File: config.mk
export PLATFORM = sky130hd
export DESIGN_NAME = bcd_disp_mux
export DESIGN_NICKNAME = d
export VERILOG_FILES = /design/src/rtl/bcd_disp_mux.sv
export SDC_FILE = /design/constraint.sdc
export NUM_CORES = 1
export LEC_CHECK = 0
export ABC_AREA = 1
export CAP_MARGIN = 20
export CORE_MARGIN = 2
export CORE_UTILIZATION = 59
export CTS_CLUSTER_SIZE = 10
export DETAILED_ROUTE_END_ITERATION = 10
export GPL_TIMING_DRIVEN = 0
export PLACE_DENSITY = 0.84
export SLEW_MARGIN = 5
export SYNTH_ARGS = -nofsm -noshare
export SYNTH_HDL_FRONTEND = slang
export SYNTH_SLANG_ARGS = --single-unit
File: constraint.sdc
create_clock -name clk -period 3.6 [get_ports clk]
set_input_delay 0.72 -clock clk [delete_from_list [all_inputs] [get_ports clk]]
set_output_delay 0.72 -clock clk [all_outputs]
set_load 0.03 [all_outputs]
File: src/rtl/bcd_disp_mux.sv
// bcd_disp_mux: latches three BCD digits from the binary-to-BCD converter and
// scans them onto a 3-digit common-anode 7-segment display. Each digit slot is
// REFRESH_DIV cycles long and starts with GUARD cycles of all anodes off, so
// the previous digit's segment pattern never ghosts onto the next anode.
// Leading zeros can optionally be blanked; digits above 9 show a dash.
// All display outputs are registered and are computed from the pre-edge
// counter, index and latched digits, so they trail that state by one cycle.

module bcd_disp_mux #(
  parameter int REFRESH_DIV = 50000,  // cycles per digit slot, 4..2^20
  parameter int GUARD       = 16      // blanked cycles at slot start, < REFRESH_DIV
) (
  input  logic       clk,
  input  logic       rst_n,
  input  logic [3:0] cen,
  input  logic [3:0] dec,
  input  logic [3:0] uni,
  input  logic       load,
  input  logic       blank_lz,
  output logic [2:0] an,
  output logic [6:0] seg,
  output logic       scan_tick
);

  // ---------------------------------------------------------------------------
  // Constants
  // ---------------------------------------------------------------------------
  localparam int CNT_W = $clog2(REFRESH_DIV);

  localparam logic [CNT_W-1:0] CNT_LAST  = CNT_W'(REFRESH_DIV - 1);
  localparam logic [CNT_W-1:0] CNT_GUARD = CNT_W'(GUARD);

  // Digit index encoding; IDX_BAD is unreachable and only decoded for recovery.
  localparam logic [1:0] IDX_UNI = 2'd0;
  localparam logic [1:0] IDX_DEC = 2'd1;
  localparam logic [1:0] IDX_CEN = 2'd2;
  localparam logic [1:0] IDX_BAD = 2'd3;

  // Anode patterns (active low): exactly one digit enabled, or none.
  localparam logic [2:0] AN_OFF = 3'b111;
  localparam logic [2:0] AN_UNI = 3'b110;
  localparam logic [2:0] AN_DEC = 3'b101;
  localparam logic [2:0] AN_CEN = 3'b011;

  // Segment patterns {g,f,e,d,c,b,a}, active low.
  localparam logic [6:0] SEG_OFF  = 7'b1111111;
  localparam logic [6:0] SEG_DASH = 7'b0111111;

  // ---------------------------------------------------------------------------
  // Glyph decode: BCD digit to active-low segment pattern, dash for 10..15.
  // ---------------------------------------------------------------------------
  function automatic logic [6:0] glyph(input logic [3:0] digit);
    logic [6:0] pattern;
    case (digit)
      4'd0:    pattern = 7'b1000000;
      4'd1:    pattern = 7'b1111001;
      4'd2:    pattern = 7'b0100100;
      4'd3:    pattern = 7'b0110000;
      4'd4:    pattern = 7'b0011001;
      4'd5:    pattern = 7'b0010010;
      4'd6:    pattern = 7'b0000010;
      4'd7:    pattern = 7'b1111000;
      4'd8:    pattern = 7'b0000000;
      4'd9:    pattern = 7'b0010000;
      default: pattern = SEG_DASH;
    endcase
    return pattern;
  endfunction

  // ---------------------------------------------------------------------------
  // State
  // ---------------------------------------------------------------------------
  logic [CNT_W-1:0] cnt;
  logic [1:0]       idx;
  logic [3:0]       cen_q;
  logic [3:0]       dec_q;
  logic [3:0]       uni_q;

  logic             slot_wrap;
  logic             cen_zero;
  logic             dec_zero;
  logic             in_guard;
  logic [3:0]       sel_digit;
  logic             sel_blank;
  logic [2:0]       sel_an;
  logic [2:0]       next_an;
  logic [6:0]       next_seg;

  // Capture the converter digits on the load strobe; last strobe wins.
  // NOTE: these are ordinary flops, not a memory array, so they take a reset
  // value; the display then shows a defined "0" after reset instead of X.
  always_ff @(posedge clk or negedge rst_n) begin
    if (!rst_n) begin
      cen_q <= 4'd0;
      dec_q <= 4'd0;
      uni_q <= 4'd0;
    end else if (load) begin
      // NOTE: non-blocking assignments for every registered signal, so all
      // flops sample pre-edge values regardless of statement order.
      cen_q <= cen;
      dec_q <= dec;
      uni_q <= uni;
    end
  end

  // End of slot; ">=" also pulls an out-of-range count back to zero.
  assign slot_wrap = (cnt >= CNT_LAST);

  // Slot counter: 0..REFRESH_DIV-1, then wrap.
  always_ff @(posedge clk or negedge rst_n) begin
    if (!rst_n) begin
      cnt <= '0;
    end else if (slot_wrap) begin
      cnt <= '0;
    end else begin
      cnt <= cnt + 1'b1;
    end
  end

  // Digit index advances units -> tens -> hundreds -> units on each wrap.
  always_ff @(posedge clk or negedge rst_n) begin
    if (!rst_n) begin
      idx <= IDX_UNI;
    end else if (slot_wrap) begin
      case (idx)
        IDX_UNI: idx <= IDX_DEC;
        IDX_DEC: idx <= IDX_CEN;
        default: idx <= IDX_UNI;  // IDX_CEN and the unreachable IDX_BAD
      endcase
    end
  end

  // Leading-zero detection on latched values; a dash digit is nonzero.
  assign cen_zero = (cen_q == 4'd0);
  assign dec_zero = (dec_q == 4'd0);
  assign in_guard = (cnt < CNT_GUARD);

  // Select the digit and anode for the current slot and decide blanking.
  always_comb begin
    // NOTE: every signal gets a default first, so no path through the
    // case/if leaves one unassigned and no latch is inferred.
    sel_digit = uni_q;
    sel_blank = 1'b0;
    sel_an    = AN_OFF;
    next_an   = AN_OFF;
    next_seg  = SEG_OFF;

    case (idx)
      IDX_UNI: begin
        sel_digit = uni_q;
        sel_an    = AN_UNI;
      end
      IDX_DEC: begin
        sel_digit = dec_q;
        sel_blank = blank_lz && cen_zero && dec_zero;
        sel_an    = AN_DEC;
      end
      IDX_CEN: begin
        sel_digit = cen_q;
        sel_blank = blank_lz && cen_zero;
        sel_an    = AN_CEN;
      end
      IDX_BAD: begin
        sel_blank = 1'b1;
      end
      default: begin
        sel_blank = 1'b1;
      end
    endcase

    if (!in_guard && !sel_blank) begin
      next_an  = sel_an;
      next_seg = glyph(sel_digit);
    end
  end

  // Register the display outputs and the scan tick.
  always_ff @(posedge clk or negedge rst_n) begin
    if (!rst_n) begin
      an        <= AN_OFF;
      seg       <= SEG_OFF;
      scan_tick <= 1'b0;
    end else begin
      an        <= next_an;
      seg       <= next_seg;
      scan_tick <= slot_wrap;
    end
  end

endmodule

### Yosys cells after proc, flatten, opt, wreduce, memory -nomap -nowiden

Memories as Yosys holds them, arrays and structs flattened.
Index checks and enable logic that the tools add are counted.

| storage, ports and cells | value |
|---|---|
| bits in registers | 41 |
| ROM bits | 112 |
| bits of input ports | 16 |
| word-level logic and storage cells | 30 |
| memories | 1 |

Memory list:

| name | depth | width | rd ports | clocked after memory_dff | write ports | RTL line | RTL |
|---|---|---|---|---|---|---|---|
| (name not given) | 16 | 7 | 1 | 0 | 0 | 54 | `case (digit)` |

| cells by class | value |
|---|---|
| add/sub/neg operators | 1 |
| magnitude comparators | 2 |
| equality and inequality tests | 3 |
| muxes and demuxes | 7 |
| reduce and logical (&&, ||, !) cells | 8 |

Operators by type and width:

| kind | count |
|---|---|
| adder 16 x 1 -> 16 bit, second input constant | 1 |
| >= comparator 16 bit, second input constant | 1 |
| < comparator 16 x 5 -> 1 bit, second input constant | 1 |
| 2-to-1 mux 16 bit | 1 |
| one-hot mux 3 bit (3 select lines) | 1 |
| logical NOT 4 bit | 2 |
| one-hot mux 4 bit (2 select lines) | 1 |
| 2-to-1 mux 7 bit | 1 |
| == test 2 bit, second input constant | 2 |
| one-hot mux 2 bit (2 select lines) | 1 |
| logical AND 1 bit | 3 |
| 2-to-1 mux 3 bit | 1 |
| one-hot mux 1 bit (3 select lines) | 1 |
| == test 2 x 1 -> 1 bit, second input constant | 1 |
| logical NOT 1 bit | 2 |
| logical NOT 2 bit | 1 |

### Longest topological paths before layout

| depth | value |
|---|---|
| depth in word-level cells | 7 |
| mapped depth | 13 |

### Least setup slack after synthesis

No wires, ideal clock.

| timing | value |
|---|---|
| path type | register -> register |
| start | register idx[0] |
| end | register seg[5] |
| setup time | 0.079 ns |
| arrival | 1.758 ns |
| required time | 3.521 ns |
| setup slack | 1.763 ns |
| cell stages (with the launch flop) | 13 |
| buffers on the path | 0 |
| clock period less this slack | 1.837 ns |
| path through | dfrtp_1 -> inv_1 -> ha_1 -> inv_2 -> nand2_1 -> nand2_1 -> inv_1 -> ha_1 -> nand3b_1 -> nand2_1 -> inv_1 -> a21oi_1 -> nand2_1 |

| between the ends | value |
|---|---|
| word-level cells in the longest chain between the ends | 5 |

RTL lines:

| item | RTL line | RTL |
|---|---|---|
| start, declared | 74 | `logic [1:0] idx;` |
| start signal, assigned | 123 | `idx <= IDX_UNI;` |
| start signal, assigned | 126 | `IDX_UNI: idx <= IDX_DEC;` |
| start signal, assigned | 127 | `IDX_DEC: idx <= IDX_CEN;` |
| parallel branches: the longest is 4 deep, another holds memory (16 x 7 bit) | - |  |
| 2-to-1 mux 7 bit (*) | 171 | `if (!in_guard && !sel_blank) begin` |
| net next_seg[5] | 87 | `logic [6:0] next_seg;` |
| end signal, assigned | 185 | `seg <= next_seg;` |
| end, declared | 21 | `output logic [6:0] seg,` |

Mark *: on every way through the listed nets, which the timed path passes.
A chain may end at the register's enable or synchronous reset.

### Worst setup path after layout

| timing | value |
|---|---|
| start | register an[1] |
| end | output an[1] |

RTL lines:

| item | RTL line | RTL |
|---|---|---|
| start, declared | 20 | `output logic [2:0] an,` |
| start signal, assigned | 184 | `an <= next_an;` |

No word-level cell between the ends.

==> flow_metrics.tcl <==
set metrics [dict create \
    finalWeightedCongestion 0.812 \
    critical_path.max_fanout 1 \
    maxCapViolCount 0 \
    wl_met1_mm 1.76 \
    syn_inst 260 \
    reg2reg_to "seg[5]" \
    setup_viol 0 \
    htree_levels 2 \
    routed.top_layer "met4" \
    rr_worst_depth 12 \
    worst_slew_pin_slew_ns 0.504 \
    stdcell_count 342 \
    hp-class "in2async" \
    finalCritPeriodShare_pct 60.6 \
    path_class "reg2out" \
    dp_hpwl_mm 2.91 \
    finalPower_uw 1020 \
    crit_arrival_ns 1.46 \
    cts_resized 0 \
    portBuffers 25 \
    met2_length_mm 1.86 \
    synth_cell_type_count 30 \
    vias 1720 \
    finalMaxSlewViolations 0 \
    path_buf_inv 1 \
    grt_pass1_vias 1696 \
    worst_clock_skew_ns 0.00896 \
    core_sq_um 3630 \
    antenna_found_initial 0 \
    hold-worst-slack_ns 0.385 \
    synth_seq_cells 41 \
    relSlewSlack_pct 66.2 \
    ir_drop_v 0.000262 \
    wire_per_inst_um 11.2 \
    hold_buffers 0 \
    cts.path.max_buffers 2 \
    max_stage_delay_ns 0.65 \
    synth_seq_area_share_pct 47.1 \
    fin_setup_tns_ns 0 \
    cp_data_required_time_ns 2.88 \
    fmax_mhz 458 \
    p_leak_uw 0.00128 \
    power-per-cell-area_nw_per_um2 385 \
    area_delta_synth_final_pct 20.0 \
    drt_iter0_markers 59 \
    grt_pass1_wl_mm 7.22 \
    layout_commonest_cell "nand2_1" \
    regToRegStartpoint "idx[0]" \
    rsz0062_at_grt "false" \
    syn-mean-instance-area_sq_um 8.49 \
    grt_max_degree 42 \
    cts_tree "done" \
    first_pass_iters 4 \
    syn-num-nets 286 \
    final_layout_size_suffix_gt1_share_pct 17.3 \
    clk-insertion-delay-late_ns 0.29 \
    route.detailed.drc 0 \
    cts_root_buf "clkbuf_8" \
    grt_use_total_pct 21.9 \
    status "finished, final reports clean" \
    cts_setup_buffers 0 \
    syn_area_sq_um 2210 \
    diodes 0 \
    die_area_sq_um 4250 \
    cts_buffers 5 \
    clk_pin_slew_ns 0.08 \
    crit_start "an[1]" \
    fin_nets 319 \
    cts.sinks 41 \
    finalHoldViolations 0 \
    numPlacedInstances 334 \
    drtAntennaViolNets 0 \
    crit_family "buffers and inverters" \
    dr_wl_met3_um 178 \
    die_h_um 65.2 \
    dieWidth_um 65.2 \
    fin_crit_ns 2.18 \
    yosys_warnings 0 \
    cp_cell_sequence "clkdlybuf4s50_1" \
    final_cell_mix "67 x nand2_1, 31 x inv_1, 31 x dfrtp_1, 26 x nor2_1, 24 x clkdlybuf4s50_1" \
    grt_overflow 0 \
    drt_wl_total_mm 3.85 \
    start_util_pct 60.7 \
    r2r_slack_ns 1.54 \
    fp-row-count 22 \
    ios 27 \
    critPathCaptureType "primary output" \
    slowest_stage "clkdlybuf4s50_1" \
    vias_per_cell 5.03 \
    start_kind "flop" \
]
-- cell usage after synthesis, drive strengths merged --
library cell,instances,area share (%)
nor4,1,0.28
a21oi,6,1.4
and2,1,0.40
o21ai,14,3.5
nor3,9,3.2
clkinv,1,0.17
buf,4,1.6
nand4,6,1.7
dfrtp,31,35
dfstp,10,12
clkbuf,1,0.17
nor2,29,5.7
ha,10,5.7
nand2,74,13
xor2,6,2.4
mux2,5,2.6
o31ai,1,0.96
o211ai,1,0.34
inv,35,6.0
nand3,13,2.9
nand3b,2,0.68
-- registers in the layout, indices dropped and copies added (netlist names) --
signal	count
scan_tick	1
cnt	16
an	3
idx	2
dec_q	4
uni_q	4
cen_q	4
seg	7
-- logic make-up (layout without fill, tap and decap cells) --
logic type | after synthesis | count (layout) | share of synthesized area [%]
flops | 41 | 41 | 47.1
simple gates | 135 | 135 | 28.3
mux | 5 | 5 | 2.55
buf+inv | 41 | 75 | 7.88
xor+xnor | 6 | 6 | 2.38
fa+ha+maj | 10 | 10 | 5.67
compound gates | 22 | 22 | 6.18
-- routing by layer --
metal / global-route usage (%) / vias up
li1: - / 880
met4: 7.29 / 0
met2: 36.2 / 41
met5: 0 / -
met1: 27.4 / 793
met3: 6.51 / 6
-- worst max path at each step --
stage	endpoint	slack [ns]	cells after the start
after CTS	an[1]	1.41	1
after global routing	seg[5]	1.29	11
after floorplan	seg[5]	1.76	12
after detailed placement	seg[5]	1.57	12
final	an[1]	1.42	1
after global placement	cnt[4]	0.88	1
-- power breakdown --
| part | leakage, uW | internal (uW) | switching (uW) |
|---|---|---|---|
| clock | 0.0000585 | 226 | 150 |
| sequential | 0.000499 | 494 | 10.1 |
| combinational | 0.000724 | 61.1 | 79.5 |
| total | 0.00128 | 781 | 239 |
-- area by class of cell --
class / count / area, sq um
clock buffer: 7 / 86.3
fill: 289 / 985
multi-input combinational: 178 / 995
buffer: 5 / 38.8
sequential: 41 / 1040
clock inverter: 1 / 30.0
inverter: 36 / 135
tap: 48 / 60.1
timing repair buffer: 26 / 265
-- through the flow --
stage	instance area, sq um	util, %	setup slack (ns)
after global placement	2520	69.3	0.878
final	2650	72.9	1.42
after CTS	2650	72.9	1.41
after floorplan	2210	-	1.76
after global routing	2650	72.9	1.29
after detailed placement	2530	69.7	1.57
(Power assumes the default switching activity.)
